### src/rtl/sram_port_arbiter.sv
//==============================================================================
// Module      : sram_port_arbiter
// Description : Two-port arbiter sharing one SRAM controller between the MEM
//               stage (port 0) and a secondary requester (port 1).
//               Optional macro SRAM_ARB_FIXED_PRIO_EN selects fixed priority
//               (port 0 always wins a tie) instead of round-robin.
// Revision    : 1.0 - initial release
//==============================================================================
`default_nettype none

module sram_port_arbiter #(
    parameter int DATA_W = 32,
    parameter int ADDR_W = 32
) (
    input  logic              clk,
    input  logic              rst,

    input  logic              p0_rd_en,
    input  logic              p0_wr_en,
    input  logic [ADDR_W-1:0] p0_addr,
    input  logic [DATA_W-1:0] p0_wdata,
    output logic [DATA_W-1:0] p0_rdata,
    output logic              p0_ready,

    input  logic              p1_rd_en,
    input  logic              p1_wr_en,
    input  logic [ADDR_W-1:0] p1_addr,
    input  logic [DATA_W-1:0] p1_wdata,
    output logic [DATA_W-1:0] p1_rdata,
    output logic              p1_ready,

    output logic              mc_rd_en,
    output logic              mc_wr_en,
    output logic [ADDR_W-1:0] mc_addr,
    output logic [DATA_W-1:0] mc_wdata,
    input  logic [DATA_W-1:0] mc_rdata,
    input  logic              mc_ready,

    output logic              owner,
    output logic              busy
);

    typedef enum logic [0:0] {
        ST_IDLE = 1'b0,
        ST_BUSY = 1'b1
    } state_t;

    state_t              state_q,    state_d;
    logic                owner_q,    owner_d;
    logic                mc_rd_en_q, mc_rd_en_d;
    logic                mc_wr_en_q, mc_wr_en_d;
    logic [ADDR_W-1:0]   mc_addr_q,  mc_addr_d;
    logic [DATA_W-1:0]   mc_wdata_q, mc_wdata_d;
    logic [DATA_W-1:0]   p0_rdata_q, p0_rdata_d;
    logic [DATA_W-1:0]   p1_rdata_q, p1_rdata_d;
`ifndef SRAM_ARB_FIXED_PRIO_EN
    // High when port 1 should win the next tie.
    logic                prio_q,     prio_d;
`endif

    logic                w_req0;
    logic                w_req1;
    logic                w_pick1;
    logic                w_sel_rd;
    logic                w_sel_wr;
    logic [ADDR_W-1:0]   w_sel_addr;
    logic [DATA_W-1:0]   w_sel_wdata;
    logic                w_done;

    assign w_req0 = p0_rd_en | p0_wr_en;
    assign w_req1 = p1_rd_en | p1_wr_en;
    assign w_done = (state_q == ST_BUSY) && mc_ready;

    // Winner selection for the grant issued in IDLE.
    always_comb begin
        w_pick1 = 1'b0;
`ifdef SRAM_ARB_FIXED_PRIO_EN
        w_pick1 = w_req1 && !w_req0;
`else
        w_pick1 = w_req1 && (!w_req0 || prio_q);
`endif
        if (w_pick1) begin
            w_sel_rd    = p1_rd_en;
            w_sel_wr    = p1_wr_en;
            w_sel_addr  = p1_addr;
            w_sel_wdata = p1_wdata;
        end else begin
            w_sel_rd    = p0_rd_en;
            w_sel_wr    = p0_wr_en;
            w_sel_addr  = p0_addr;
            w_sel_wdata = p0_wdata;
        end
    end

    always_comb begin
        state_d    = state_q;
        owner_d    = owner_q;
        mc_rd_en_d = mc_rd_en_q;
        mc_wr_en_d = mc_wr_en_q;
        mc_addr_d  = mc_addr_q;
        mc_wdata_d = mc_wdata_q;
        p0_rdata_d = p0_rdata_q;
        p1_rdata_d = p1_rdata_q;
`ifndef SRAM_ARB_FIXED_PRIO_EN
        prio_d     = prio_q;
`endif
        case (state_q)
            ST_IDLE: begin
                mc_rd_en_d = 1'b0;
                mc_wr_en_d = 1'b0;
                if (w_req0 || w_req1) begin
                    owner_d    = w_pick1;
                    // A simultaneous read+write request is issued as a write.
                    mc_wr_en_d = w_sel_wr;
                    mc_rd_en_d = w_sel_rd && !w_sel_wr;
                    mc_addr_d  = w_sel_addr;
                    mc_wdata_d = w_sel_wdata;
                    state_d    = ST_BUSY;
                end
            end
            ST_BUSY: begin
                // Port inputs are ignored here; the latched access runs to completion.
                if (mc_ready) begin
                    if (mc_rd_en_q) begin
                        if (owner_q) begin
                            p1_rdata_d = mc_rdata;
                        end else begin
                            p0_rdata_d = mc_rdata;
                        end
                    end
                    mc_rd_en_d = 1'b0;
                    mc_wr_en_d = 1'b0;
`ifndef SRAM_ARB_FIXED_PRIO_EN
                    prio_d     = !owner_q;
`endif
                    state_d    = ST_IDLE;
                end
            end
            default: begin
                state_d    = ST_IDLE;
                mc_rd_en_d = 1'b0;
                mc_wr_en_d = 1'b0;
            end
        endcase
    end

    always_ff @(posedge clk) begin
        if (!rst) begin
            state_q    <= ST_IDLE;
            owner_q    <= 1'b0;
            mc_rd_en_q <= 1'b0;
            mc_wr_en_q <= 1'b0;
            mc_addr_q  <= '0;
            mc_wdata_q <= '0;
            p0_rdata_q <= '0;
            p1_rdata_q <= '0;
`ifndef SRAM_ARB_FIXED_PRIO_EN
            prio_q     <= 1'b0;
`endif
        end else begin
            state_q    <= state_d;
            owner_q    <= owner_d;
            mc_rd_en_q <= mc_rd_en_d;
            mc_wr_en_q <= mc_wr_en_d;
            mc_addr_q  <= mc_addr_d;
            mc_wdata_q <= mc_wdata_d;
            p0_rdata_q <= p0_rdata_d;
            p1_rdata_q <= p1_rdata_d;
`ifndef SRAM_ARB_FIXED_PRIO_EN
            prio_q     <= prio_d;
`endif
        end
    end

    assign mc_rd_en = mc_rd_en_q;
    assign mc_wr_en = mc_wr_en_q;
    assign mc_addr  = mc_addr_q;
    assign mc_wdata = mc_wdata_q;
    assign p0_rdata = p0_rdata_q;
    assign p1_rdata = p1_rdata_q;
    assign owner    = owner_q;
    assign busy     = (state_q == ST_BUSY);

    // A port that is not requesting is never stalled.
    assign p0_ready = !w_req0 || (w_done && !owner_q);
    assign p1_ready = !w_req1 || (w_done &&  owner_q);

endmodule

`default_nettype wire

### config.mk
export PLATFORM = sky130hd
export DESIGN_NAME = sram_port_arbiter
export DESIGN_NICKNAME = d
export VERILOG_FILES = /design/src/rtl/sram_port_arbiter.sv
export SDC_FILE = /design/constraint.sdc
export NUM_CORES = 1
export LEC_CHECK = 0
export CORE_MARGIN = 5
export CORE_UTILIZATION = 33
export CTS_CLUSTER_SIZE = 10
export DETAILED_ROUTE_END_ITERATION = 12
export HOLD_SLACK_MARGIN = 0.03
export PLACE_DENSITY = 0.68
export RECOVER_POWER = 25
export SETUP_SLACK_MARGIN = 0.05
export SLEW_MARGIN = 0
export SYNTH_ARGS = -nofsm -noshare
export SYNTH_HDL_FRONTEND = slang
export SYNTH_SLANG_ARGS = --single-unit
### constraint.sdc
create_clock -name clk -period 1.91 [get_ports clk]
set_clock_uncertainty 0.1 [all_clocks]
set_input_delay 0.191 -clock clk [delete_from_list [all_inputs] [get_ports clk]]
set_output_delay 0.191 -clock clk [all_outputs]
set_load 0.1 [all_outputs]
# Word-level counts from Yosys, hierarchy flattened
# Index checks and enable logic that the tools add are counted.
[totals] ff_bits=133 output_inout_bits=134 word_cells=43
[op_classes] n_eq_ne=1 muxes=12 bitwise_logic=4 reduce_logical=17
[op_table] operator="$mux W32" n=2
[op_table] operator="$reduce_and A4 Y1" n=2
[op_table] operator="$mux W1" n=7
[op_table] operator="$pmux W1 S2" n=3
[op_table] operator="$logic_and A1 B1 Y1" n=5
[op_table] operator="$logic_not A1 Y1" n=4
[op_table] operator="$logic_or A1 B1 Y1" n=4
[op_table] operator="$reduce_and A2 Y1" n=2
[op_table] operator="$ne A2 B2 Y1 const B" n=1
[op_table] operator="$not A1 Y1" n=2
[op_table] operator="$or A1 B1 Y1" n=2

# Logic depth before layout (Yosys ltp)
[depth] depth_word=9 depth_mapped=6

# Worst setup path before layout
# No wires, ideal clock.
[synth_timing] kind="register to output" from="reg state_q (netlist: busy)" to="out p0_ready" arrival_ns=3.217 required_ns=1.619 path_slack_ns=-1.598 stages_incl_launch_ff=6 path_buffers=3 path_cell_list="dfxtp_1 clkbuf_1 buf_2 clkbuf_1 nand2_1 o22ai_1"
[synth_between] elab_chain_len=3
[synth_lines] item="start, declared" line="48" source="state_t state_q, state_d;"
[synth_lines] item="start signal, assigned" line="161" source="state_q <= state_d;"
[synth_lines] item="$logic_and A1 B1 Y1" line="72" source="assign w_done = (state_q == ST_BUSY) && mc_ready;"
[synth_lines] item="$logic_and A1 B1 Y1" line="185" source="assign p0_ready = !w_req0 || (w_done && !owner_q);"
[synth_lines] item="$logic_or A1 B1 Y1" line="185"
[synth_lines] item="end, declared" line="23" source="output logic p0_ready,"
# Every way passes these cells.

# Final worst setup path
[layout_timing] from="in p1_wr_en" to="out p1_ready"
[layout_between] elab_chain_len=3
[layout_lines] item="start, declared" line="26" source="input logic p1_wr_en,"
[layout_lines] item="$or A1 B1 Y1" line="71" source="assign w_req1 = p1_rd_en | p1_wr_en;"
[layout_lines] item="$logic_not A1 Y1" line="186" source="assign p1_ready = !w_req1 || (w_done && owner_q);"
[layout_lines] item="$logic_or A1 B1 Y1" line="186"
[layout_lines] item="end, declared" line="30" source="output logic p1_ready,"
# Every way passes these cells.

==> qor.yml <==
status: "finished clean"
die_x_um: 144
grt_pass1_vias: 5918
maxSlewViolCount: 0
ios: 301
cp.required_ns: 1.62
grt_overflow: 0
drc_errors: 0
rsz0062_at_grt: "false"
die_y_um: 144
initial_utilization: 0.333
grt_max_degree: 68
worst_setup_path_end_kind: "output port"
worstHoldPathType: "input port to flip-flop"
cts_buffer_depth: 2
slowest_delay_ns: 0.50
worstMarginPinSlew_ns: 0.792
start_kind: "input port"
cts_hold_buf: 0
firstDrtPassIters: 4
vdd_ir_drop_max_v: 0.000544
drtIter0Drc: 318
ys_ff_latch: 133
setup_viol: 0
max_freq_ghz: 0.554
p_leak_nw: 3.70
crit_chain: "clkdlybuf4s50_1 > or2_4 > buf_12 > buf_4 > nand2_4 > buf_12"
grt_pass1_wl_um: 32300
p_switching_mw: 3.21
setup_tns_ns: 0
cts_root_buf: "clkbuf_16"
hold_viol: 0
sw_frac_of_total: 0.350
clock-sinks: 133
slowest_stage: "clkdlybuf4s50_1"
fp-row-count: 49
routed_via_density: 5.27
dp_hpwl_um: 15200
nFillCells: 1679
nets: 1074
core_mm2: 0.0178
finalCritPeriodShare: 0.946
dieArea_mm2: 0.0207
antenna_left: 0
timing.hold.ws_ns: 0.180
yosys_warnings: 0
wl_per_cell_um: 18.5
cap_violations: 0
syn_area_mm2: 0.00592
internal_power_mw: 5.95
slew_headroom: 0.472
synth_cell_types: 34
final_cells: 1153
area_growth_pct: 61.1
p_per_area_mw_per_mm2: 960
clk-insertion-delay-late_ns: 0.41
final_layout_size_suffix_gt1_frac: 0.238
gp_congestion: 0.815
power_frac_comb: 0.295
syn_area_per_cell_um2: 9.39
path_common_cell: "buf_12"
gr-usage-all-layers: 0.198
cp_max_fo: 22
syn_inst: 630
portBuffers: 300
cts_made_buffers: 17
antenna_found_initial: 6
placedCellCount: 1116
vias: 6075
totalWireLength_um: 21300
path_clk_slew_ns: 0.06
cts_tree: "yes"
worstSetupPathType: "input port to output port"
arrival_ns: 1.51
seq_area_frac_synth: 0.450
syn_nets: 797
cts.htree.levels: 4
min_period_ns: 1.81
power.share.clock: 0.370
seqPwrFrac: 0.336
metrics by stage:
| stage | util | worst slack, ns | instance area, um^2 | power (mW) |
|---|---|---|---|---|
| final | 0.536 | 0.104 | 9530 | 9.15 |
| after CTS | 0.544 | 0.0771 | 9680 | 9.29 |
| after global routing | 0.536 | 0.0589 | 9530 | 9.52 |
| after global placement | 0.509 | -0.125 | 9050 | 5.86 |
| after floorplan | - | -0.0477 | 5960 | 4.96 |
| after detailed placement | 0.509 | -0.155 | 9050 | 5.87 |
routing by layer:
metal,global-route usage,vias to the layer above,wire (um)
li1,-,2938,-
met1,0.233,2867,8610
met2,0.319,237,10100
met3,0.0908,29,2230
met4,0.0699,4,357
met5,0,-,27
timing repair:
| item | 4_1_cts | 5_1_grt |
|---|---|---|
| endpoints found under the setup margin | 1 | 1 |
| resized for setup | 0 | 1 |
| pin swaps | 1 | 0 |
| buffers inserted | 1 | 0 |
sequential cells by signal, summed over array words and instances, names as in the netlist:
name and cells:
mc_addr 32, mc_wdata 32, p0_rdata 32, p1_rdata 32, owner 1, mc_wr_en 1
busy 1, mc_rd_en 1, prio_q 1
cells by family (layout without fill, tap and decap cells):
logic type,count (synthesis),count (layout),synth area share
flops,133,133,0.450
buf+inv,84,374,0.0696
compound gates,268,268,0.380
simple gates,145,145,0.101
other cells,0,4,0
worst paths after layout:
| check | from | end | slack, ns | cells past startpoint |
|---|---|---|---|---|
| min | rst | p0_rdata[21]$_SDFFE_PN0P_ | 0.18 | 3 |
| min reg2reg | p0_rdata[11]$_SDFFE_PN0P_ | p0_rdata[11]$_SDFFE_PN0P_ | 0.35 | 2 |
| max reg2reg | prio_q$_SDFFE_PN0N_ | mc_addr[1]$_SDFFE_PN0P_ | 0.31 | 4 |
| max | p1_wr_en | p1_ready | 0.10 | 6 |
cell usage in the layout (no fill, tap or decap), drive strengths merged, types with 2 or more instances in the layout:
master / count
dfxtp: 133
clkinvlp: 3
a311o: 64
buf: 111
clkinv: 4
o221a: 64
nor2: 2
clkdlybuf4s50: 163
a21boi: 64
nand2b: 2
a21oi: 68
inv: 7
o21ai: 2
nand4b: 2
bufinv: 3
nand2: 130
diode: 4
clkbuf: 81
Yosys cell counts:
cell type | instances | area [um^2]
nor4_2 | 1 | 12.5
buf_2 | 17 | 85.1
nor3b_1 | 1 | 7.51
nand3b_1 | 1 | 7.51
nand2b_1 | 2 | 12.5
nand4b_1 | 2 | 17.5
clkbuf_1 | 50 | 188
nand2_1 | 130 | 488
or2_1 | 1 | 6.26
a21boi_0 | 61 | 458
buf_4 | 6 | 45.0
o41ai_1 | 1 | 8.76
and4_1 | 1 | 8.76
nand3_1 | 1 | 5.00
a21boi_1 | 3 | 22.5
buf_6 | 7 | 78.8
nand4_1 | 1 | 6.26
and4b_1 | 1 | 10.0
o22ai_1 | 1 | 6.26
buf_1 | 1 | 3.75
o221a_1 | 62 | 698
a311o_1 | 64 | 641
o221a_2 | 2 | 22.5
o21ai_1 | 1 | 5.00
dfxtp_1 | 133 | 2660
a21oi_1 | 68 | 340
nor2_1 | 2 | 7.51
o21bai_2 | 1 | 11.3
o21ai_0 | 1 | 5.00
o311a_1 | 1 | 10.0
inv_1 | 3 | 11.3
nor2b_1 | 1 | 6.26
o21a_1 | 1 | 7.51
a21bo_2 | 1 | 10.0
layout make-up:
cell class,instances,area [um^2],share of cell area
Antenna cell,4,10.0,0.00105
Clock buffer,18,439,0.0461
Clock inverter,14,175,0.0184
Inverter,3,11.3,0.00118
Multi-Input combinational cell,413,2890,0.303
Sequential cell,133,2670,0.280
Tap cell,229,287,0.0301
Timing Repair Buffer,339,3050,0.320
critical path, delay by kind of cell:
family / cells / cell delay [ns]
buffers and inverters: 4 / 0.97
AND/OR/NAND/NOR: 2 / 0.34
power groups by stage:
stage,sequential (mW),combinational [mW],clock (mW)
after floorplan,4.30,0.663,0
after global placement,3.13,2.73,0
after detailed placement,3.12,2.75,0
after CTS,3.07,2.75,3.47
after global routing,3.09,2.82,3.60
final,3.07,2.70,3.38
No activity file was read; power rests on OpenSTA's default activity.
